===== src/rtl/box_update_sched.sv =====
// Round-robin scheduler for on-screen box bound updates. Updates are staged in
// shadow registers and copied to the outputs only at a frame boundary.
module box_update_sched #(
  parameter int NUM_OBJ = 4,
  parameter int SCR_W   = 640,
  parameter int SCR_H   = 480
) (
  input  logic                   clk_25mHz,
  input  logic                   reset,
  input  logic                   screenEnd,
  input  logic [NUM_OBJ-1:0]     req,
  input  logic [10*NUM_OBJ-1:0]  req_x,
  input  logic [9*NUM_OBJ-1:0]   req_y,
  input  logic [6*NUM_OBJ-1:0]   req_half,
  output logic [NUM_OBJ-1:0]     ack,
  output logic [10*NUM_OBJ-1:0]  left_x,
  output logic [10*NUM_OBJ-1:0]  right_x,
  output logic [9*NUM_OBJ-1:0]   top_y,
  output logic [9*NUM_OBJ-1:0]   bottom_y,
  output logic [NUM_OBJ-1:0]     obj_valid,
  output logic [NUM_OBJ-1:0]     pending
);

  localparam int PW = (NUM_OBJ > 1) ? $clog2(NUM_OBJ) : 1;
  localparam logic signed [11:0] X_MAX = 12'(SCR_W - 1);
  localparam logic signed [11:0] Y_MAX = 12'(SCR_H - 1);

  typedef enum logic [1:0] {IDLE, GRANT, CALC, COMMIT} state_t;

  state_t               state_q, state_d;
  logic [PW-1:0]        last_q, last_d;
  logic [PW-1:0]        grant_q, grant_d;
  logic [NUM_OBJ-1:0]   ack_q, ack_d;
  logic                 commit_req_q, commit_req_d;
  logic [9:0]           wx_q;
  logic [8:0]           wy_q;
  logic [5:0]           wh_q;
  logic [NUM_OBJ-1:0]   pending_q, valid_q;
  logic [9:0]           sh_l_q [NUM_OBJ];
  logic [9:0]           sh_r_q [NUM_OBJ];
  logic [8:0]           sh_t_q [NUM_OBJ];
  logic [8:0]           sh_b_q [NUM_OBJ];
  logic [9:0]           out_l_q [NUM_OBJ];
  logic [9:0]           out_r_q [NUM_OBJ];
  logic [8:0]           out_t_q [NUM_OBJ];
  logic [8:0]           out_b_q [NUM_OBJ];

  logic                 rr_found_s;
  logic [PW-1:0]        rr_idx_s, cand_s;
  logic [9:0]           cap_x_s;
  logic [8:0]           cap_y_s;
  logic [5:0]           cap_h_s;
  logic signed [11:0]   lo_x_s, hi_x_s, lo_y_s, hi_y_s;

  // Signed intermediates are wide enough that cx+half never wraps.
  function automatic logic [9:0] clamp_x(input logic signed [11:0] v);
    if (v < 12'sd0)      clamp_x = 10'd0;
    else if (v > X_MAX)  clamp_x = X_MAX[9:0];
    else                 clamp_x = v[9:0];
  endfunction

  function automatic logic [8:0] clamp_y(input logic signed [11:0] v);
    if (v < 12'sd0)      clamp_y = 9'd0;
    else if (v > Y_MAX)  clamp_y = Y_MAX[8:0];
    else                 clamp_y = v[8:0];
  endfunction

  // Round-robin search starting one past the last granted object.
  always_comb begin
    rr_found_s = 1'b0;
    rr_idx_s   = '0;
    cand_s     = '0;
    for (int i = 1; i <= NUM_OBJ; i++) begin
      cand_s = PW'((int'(last_q) + i) % NUM_OBJ);
      if (!rr_found_s && req[cand_s]) begin
        rr_found_s = 1'b1;
        rr_idx_s   = cand_s;
      end else begin
        rr_found_s = rr_found_s;
      end
    end
  end

  // Request-field mux for the granted object, and the bound arithmetic.
  always_comb begin
    cap_x_s = '0;
    cap_y_s = '0;
    cap_h_s = '0;
    for (int i = 0; i < NUM_OBJ; i++) begin
      cap_x_s = (grant_q == PW'(i)) ? req_x[i*10 +: 10]  : cap_x_s;
      cap_y_s = (grant_q == PW'(i)) ? req_y[i*9 +: 9]    : cap_y_s;
      cap_h_s = (grant_q == PW'(i)) ? req_half[i*6 +: 6] : cap_h_s;
    end
    lo_x_s = $signed({2'b00, wx_q}) - $signed({6'b000000, wh_q});
    hi_x_s = $signed({2'b00, wx_q}) + $signed({6'b000000, wh_q});
    lo_y_s = $signed({3'b000, wy_q}) - $signed({6'b000000, wh_q});
    hi_y_s = $signed({3'b000, wy_q}) + $signed({6'b000000, wh_q});
  end

  // FSM next-state and control decode.
  always_comb begin
    state_d      = state_q;
    last_d       = last_q;
    grant_d      = grant_q;
    ack_d        = '0;
    commit_req_d = commit_req_q;
    case (state_q)
      IDLE: begin
        if (screenEnd) begin
          state_d = COMMIT;
        end else if (rr_found_s) begin
          grant_d = rr_idx_s;
          last_d  = rr_idx_s;
          ack_d   = NUM_OBJ'(1) << rr_idx_s;
          state_d = GRANT;
        end else begin
          state_d = IDLE;
        end
      end
      GRANT: begin
        commit_req_d = commit_req_q | screenEnd;
        state_d      = CALC;
      end
      CALC: begin
        if (screenEnd || commit_req_q) state_d = COMMIT;
        else                           state_d = IDLE;
      end
      COMMIT: begin
        commit_req_d = 1'b0;
        state_d      = IDLE;
      end
      default: state_d = IDLE;
    endcase
  end

  // Control state registers.
  always_ff @(posedge clk_25mHz or negedge reset) begin
    if (!reset) begin
      state_q      <= IDLE;
      last_q       <= PW'(NUM_OBJ - 1);
      grant_q      <= '0;
      ack_q        <= '0;
      commit_req_q <= 1'b0;
    end else begin
      state_q      <= state_d;
      last_q       <= last_d;
      grant_q      <= grant_d;
      ack_q        <= ack_d;
      commit_req_q <= commit_req_d;
    end
  end

  // Working capture, shadow write and frame-boundary commit.
  always_ff @(posedge clk_25mHz or negedge reset) begin
    if (!reset) begin
      wx_q      <= '0;
      wy_q      <= '0;
      wh_q      <= '0;
      pending_q <= '0;
      valid_q   <= '0;
      for (int i = 0; i < NUM_OBJ; i++) begin
        sh_l_q[i]  <= '0;
        sh_r_q[i]  <= '0;
        sh_t_q[i]  <= '0;
        sh_b_q[i]  <= '0;
        out_l_q[i] <= '0;
        out_r_q[i] <= '0;
        out_t_q[i] <= '0;
        out_b_q[i] <= '0;
      end
    end else begin
      case (state_q)
        GRANT: begin
          wx_q <= cap_x_s;
          wy_q <= cap_y_s;
          wh_q <= cap_h_s;
        end
        CALC: begin
          sh_l_q[grant_q]    <= clamp_x(lo_x_s);
          sh_r_q[grant_q]    <= clamp_x(hi_x_s);
          sh_t_q[grant_q]    <= clamp_y(lo_y_s);
          sh_b_q[grant_q]    <= clamp_y(hi_y_s);
          pending_q[grant_q] <= 1'b1;
        end
        COMMIT: begin
          for (int i = 0; i < NUM_OBJ; i++) begin
            if (pending_q[i]) begin
              out_l_q[i]   <= sh_l_q[i];
              out_r_q[i]   <= sh_r_q[i];
              out_t_q[i]   <= sh_t_q[i];
              out_b_q[i]   <= sh_b_q[i];
              pending_q[i] <= 1'b0;
              valid_q[i]   <= 1'b1;
            end
          end
        end
        default: begin
        end
      endcase
    end
  end

  // Pack the committed bounds onto the output buses.
  always_comb begin
    left_x   = '0;
    right_x  = '0;
    top_y    = '0;
    bottom_y = '0;
    for (int i = 0; i < NUM_OBJ; i++) begin
      left_x[i*10 +: 10]  = out_l_q[i];
      right_x[i*10 +: 10] = out_r_q[i];
      top_y[i*9 +: 9]     = out_t_q[i];
      bottom_y[i*9 +: 9]  = out_b_q[i];
    end
  end

  assign ack       = ack_q;
  assign pending   = pending_q;
  assign obj_valid = valid_q;

endmodule


===== config.mk =====
export PLATFORM = sky130hd
export DESIGN_NAME = box_update_sched
export DESIGN_NICKNAME = d
export VERILOG_FILES = /design/src/rtl/box_update_sched.sv
export SDC_FILE = /design/constraint.sdc
export NUM_CORES = 1
export LEC_CHECK = 0
export CAP_MARGIN = 25
export CORE_ASPECT_RATIO = 0.5
export CORE_MARGIN = 10
export CORE_UTILIZATION = 55
export DETAILED_ROUTE_END_ITERATION = 12
export DONT_BUFFER_PORTS = 1
export MAX_ROUTING_LAYER = met4
export PLACE_DENSITY_LB_ADDON = 0.05
export SETUP_SLACK_MARGIN = 0.02
export SLEW_MARGIN = 0
export SYNTH_ARGS = -nofsm -noshare
export SYNTH_HDL_FRONTEND = slang
export SYNTH_SLANG_ARGS = --single-unit

===== constraint.sdc =====
create_clock -name clk_25mHz -period 2.9 [get_ports clk_25mHz]
set_input_delay 0.435 -clock clk_25mHz [delete_from_list [all_inputs] [get_ports clk_25mHz]]
set_output_delay 0.435 -clock clk_25mHz [all_outputs]
set_load 0.1 [all_outputs]

==> metrics <==
R2R Setup Slk ~0.16 ns; Worst Clk Skew 0.0188 ns; maxcap violations 0; core area roughly 28,000 µm²; worst path required time 3.36 ns; Root Buffer clkbuf_16; post-synth top area share 56.5%; commonest cells after routing, fill and taps aside 344 x dfrtp_1, 165 x mux2_2, 135 x nand2_1; maximum clock frequency 0.364 GHz; FF-to-FF path depth 9; Post-Synthesis Cells 1,294; Setup violations, final 0; post-route minimum period 2.74 ns; EDFF count, synth 0; vias in the first global route 10,200; failing checks negative hold slack; die height 138 µm; # clock sinks 348; total CTS buffers 31; Post-DP HPWL 29,400 µm; warnings from Yosys 0; post-synthesis cell type with the largest combined area dfrtp_1; DRT iter0 DRCs 783; gr ovfl total 0; initial antenna violation count 0; commonest non-fill, non-tap cell in the layout dfrtp_1; Die ar. 35,300 µm²; Worst Max-Slew Pin Slew roughly 0.99 ns; Horiz. Die Dim approximately 260 µm; Final GP Congestion 0.905; Worst-Skew Late Latency about 0.6 ns; Netlist cell types 67; Initial Utilization 55.6%; I/O Buffers 0; Setup WS pre-CTS -0.128 ns; DRC Markers 0; CTS Hold Bufs 1; Synth Net Count 1,429; crit end category flop; Post-synth top flop dfrtp_1; Syn-to-layout area delta 11.5%; Antenna diodes 0; max_slew headroom 34.3%; status finished, violations left; post-route ant nets 0; IO Pins 271; routed len/inst about 24 µm; Row Count 43; synthesized flop and latch total 348; Post-synth ARST share between 90% and 100%; Worst R2R Start wh_q[0]$_DFFE_PN0P_; Vias between 10,000 and 15,000; PnR worst setup slack 0.156 ns; Min Hold Slack -0.453 ns; nets 1,438; Post-Syn Area 15,300 µm²; worst-path fanout max 5; Vias/cell between 5 and 6; HP Class in -> async; Setup CP Type reg -> reg; drt pass-1 iters 5; fill count 2,263; cell area after layout 17,100 µm²; total track usage 23.7%; Placed Area 15,900 µm²; CTS H-tree lvls 1; CTS clk-pin slew, worst paths 0.08 ns; first-pass GRT wire length around 63,000 µm; TritonCTS clock tree yes; largest net degree at the start of global routing 349; Startpoint Class flop; Slew Limit Fails 0; Max clock buf depth 3; Seq/Total Area, Yosys 56.9%; post-route clock period utilization 94.6%; Hold Vio Cnt, Final 346; Mean Syn Cell Area 11.8 µm²; DRT Wirelength 41,300 µm; worst reg2reg endpoint sh_l_q[23]$_DFFE_PN0P_; fraction of layout cells with a size suffix above 1 25.3%; Synth area leaders dfrtp_1 57%, mux2_2 12%, mux4_2 3.7%; Worst EP arrival 3.21 ns
## worst max path at each step
stage	from	slack [ns]	end	depth (start not counted)
floorplan	wh_q[1]$_DFFE_PN0P_	0.39	sh_l_q[11]$_DFFE_PN0P_	9
global placement	wh_q[1]$_DFFE_PN0P_	-0.03	sh_l_q[2]$_DFFE_PN0P_	8
detailed placement	wh_q[2]$_DFFE_PN0P_	-0.13	sh_l_q[22]$_DFFE_PN0P_	8
CTS	wh_q[2]$_DFFE_PN0P_	0.07	sh_l_q[1]$_DFFE_PN0P_	8
global route	wh_q[0]$_DFFE_PN0P_	-0.06	sh_l_q[25]$_DFFE_PN0P_	8
finish	wh_q[0]$_DFFE_PN0P_	0.16	sh_l_q[23]$_DFFE_PN0P_	9
## stage by stage
step | hold WS [ns] | instances | TNS, ns | util (%)
finish | -0.453 | 1710 | 0 | 62.0
global route | -0.480 | 1710 | -0.341 | 62.0
detailed placement | 0.151 | 1650 | -0.485 | 57.8
CTS | -0.475 | 1709 | 0 | 61.8
global placement | 0.150 | 1650 | -0.0736 | 57.8
floorplan | 0.139 | 1294 | 0 | -
## final cells by class
class	count	area, µm²	area share, %
sequential	348	8710	51.0
tap	382	478	2.80
inverter	27	101	0.593
timing repair buffer	54	433	2.53
multi-input combinational	841	6270	36.7
clock inverter	17	196	1.15
clock buffer	41	893	5.23
## per-layer routing
metal	routed length, µm	GRT usage, %	share of wire, %
met5	0	-	0
met4	716	4.60	1.7
met3	2730	5.98	6.6
met2	19500	37.6	47
met1	18300	30.8	44
## worst max-delay path: stages, from the launching register on
cell,delay [ns]
dfrtp_2,0.45
ha_2,0.21
fa_1,0.40
nor2b_1,0.13
o21ai_1,0.14
a2111oi_1,0.56
nor2_1,0.15
a31oi_1,0.28
buf_4,0.19
o21ai_0,0.10
## synthesized netlist by cell type, types with 3 or more instances
cell,number
o311ai_0,3
ha_1,24
nand2b_1,15
xnor2_1,9
mux2i_1,3
mux2_2,165
xor2_1,6
a21o_1,8
nor3_2,5
a2111oi_0,3
a21boi_0,3
a211o_1,6
mux4_2,25
nand2_1,139
nor2_1,95
o31ai_1,7
inv_1,27
and2_1,6
fa_1,4
buf_1,7
o21a_1,6
nand4_1,9
o211ai_1,14
and3_1,5
clkbuf_1,53
a21oi_1,51
o21ai_0,107
a211oi_1,6
o21bai_1,3
buf_2,16
nand3_1,14
a31oi_2,3
nor4_1,5
dfrtp_1,346
nor2b_1,11
nand3b_1,3
a31oi_1,35
nor3_1,11
## registers in the layout, indices dropped and copies added (netlist names)
register      count
bottom_y         36
sh_l_q           40
sh_b_q           36
ack               4
left_x           40
state_q           2
obj_valid         4
wx_q             10
grant_q           2
right_x          40
commit_req_q      1
wy_q              9
sh_r_q           40
sh_t_q           36
top_y            36
last_q            2
wh_q              6
pending           4
## cell families (layout without fill, tap and decap cells)
logic type               count (synthesis)  after routing  synth area share, %
flip-flops                             348            348                 56.9
AND/OR/NAND/NOR                        331            331                 9.83
AO/OA/AOI/OAI                          274            274                 11.1
multiplexers                           193            193                 16.0
buffers and inverters                  105            139                 2.80
adder cells (fa/ha/maj)                 28             28                 2.48
XOR/XNOR                                15             15                0.858
## repair_timing
item	in CTS	in global routing
buffers inserted	0	1
endpoints found under the setup margin	10	57
hold endpoints to repair	349	348
pin swaps	0	5
gates resized for setup	3	11
Power is not shown: default switching activity piles up to over one toggle a cycle in this logic, so the estimate is an artifact.
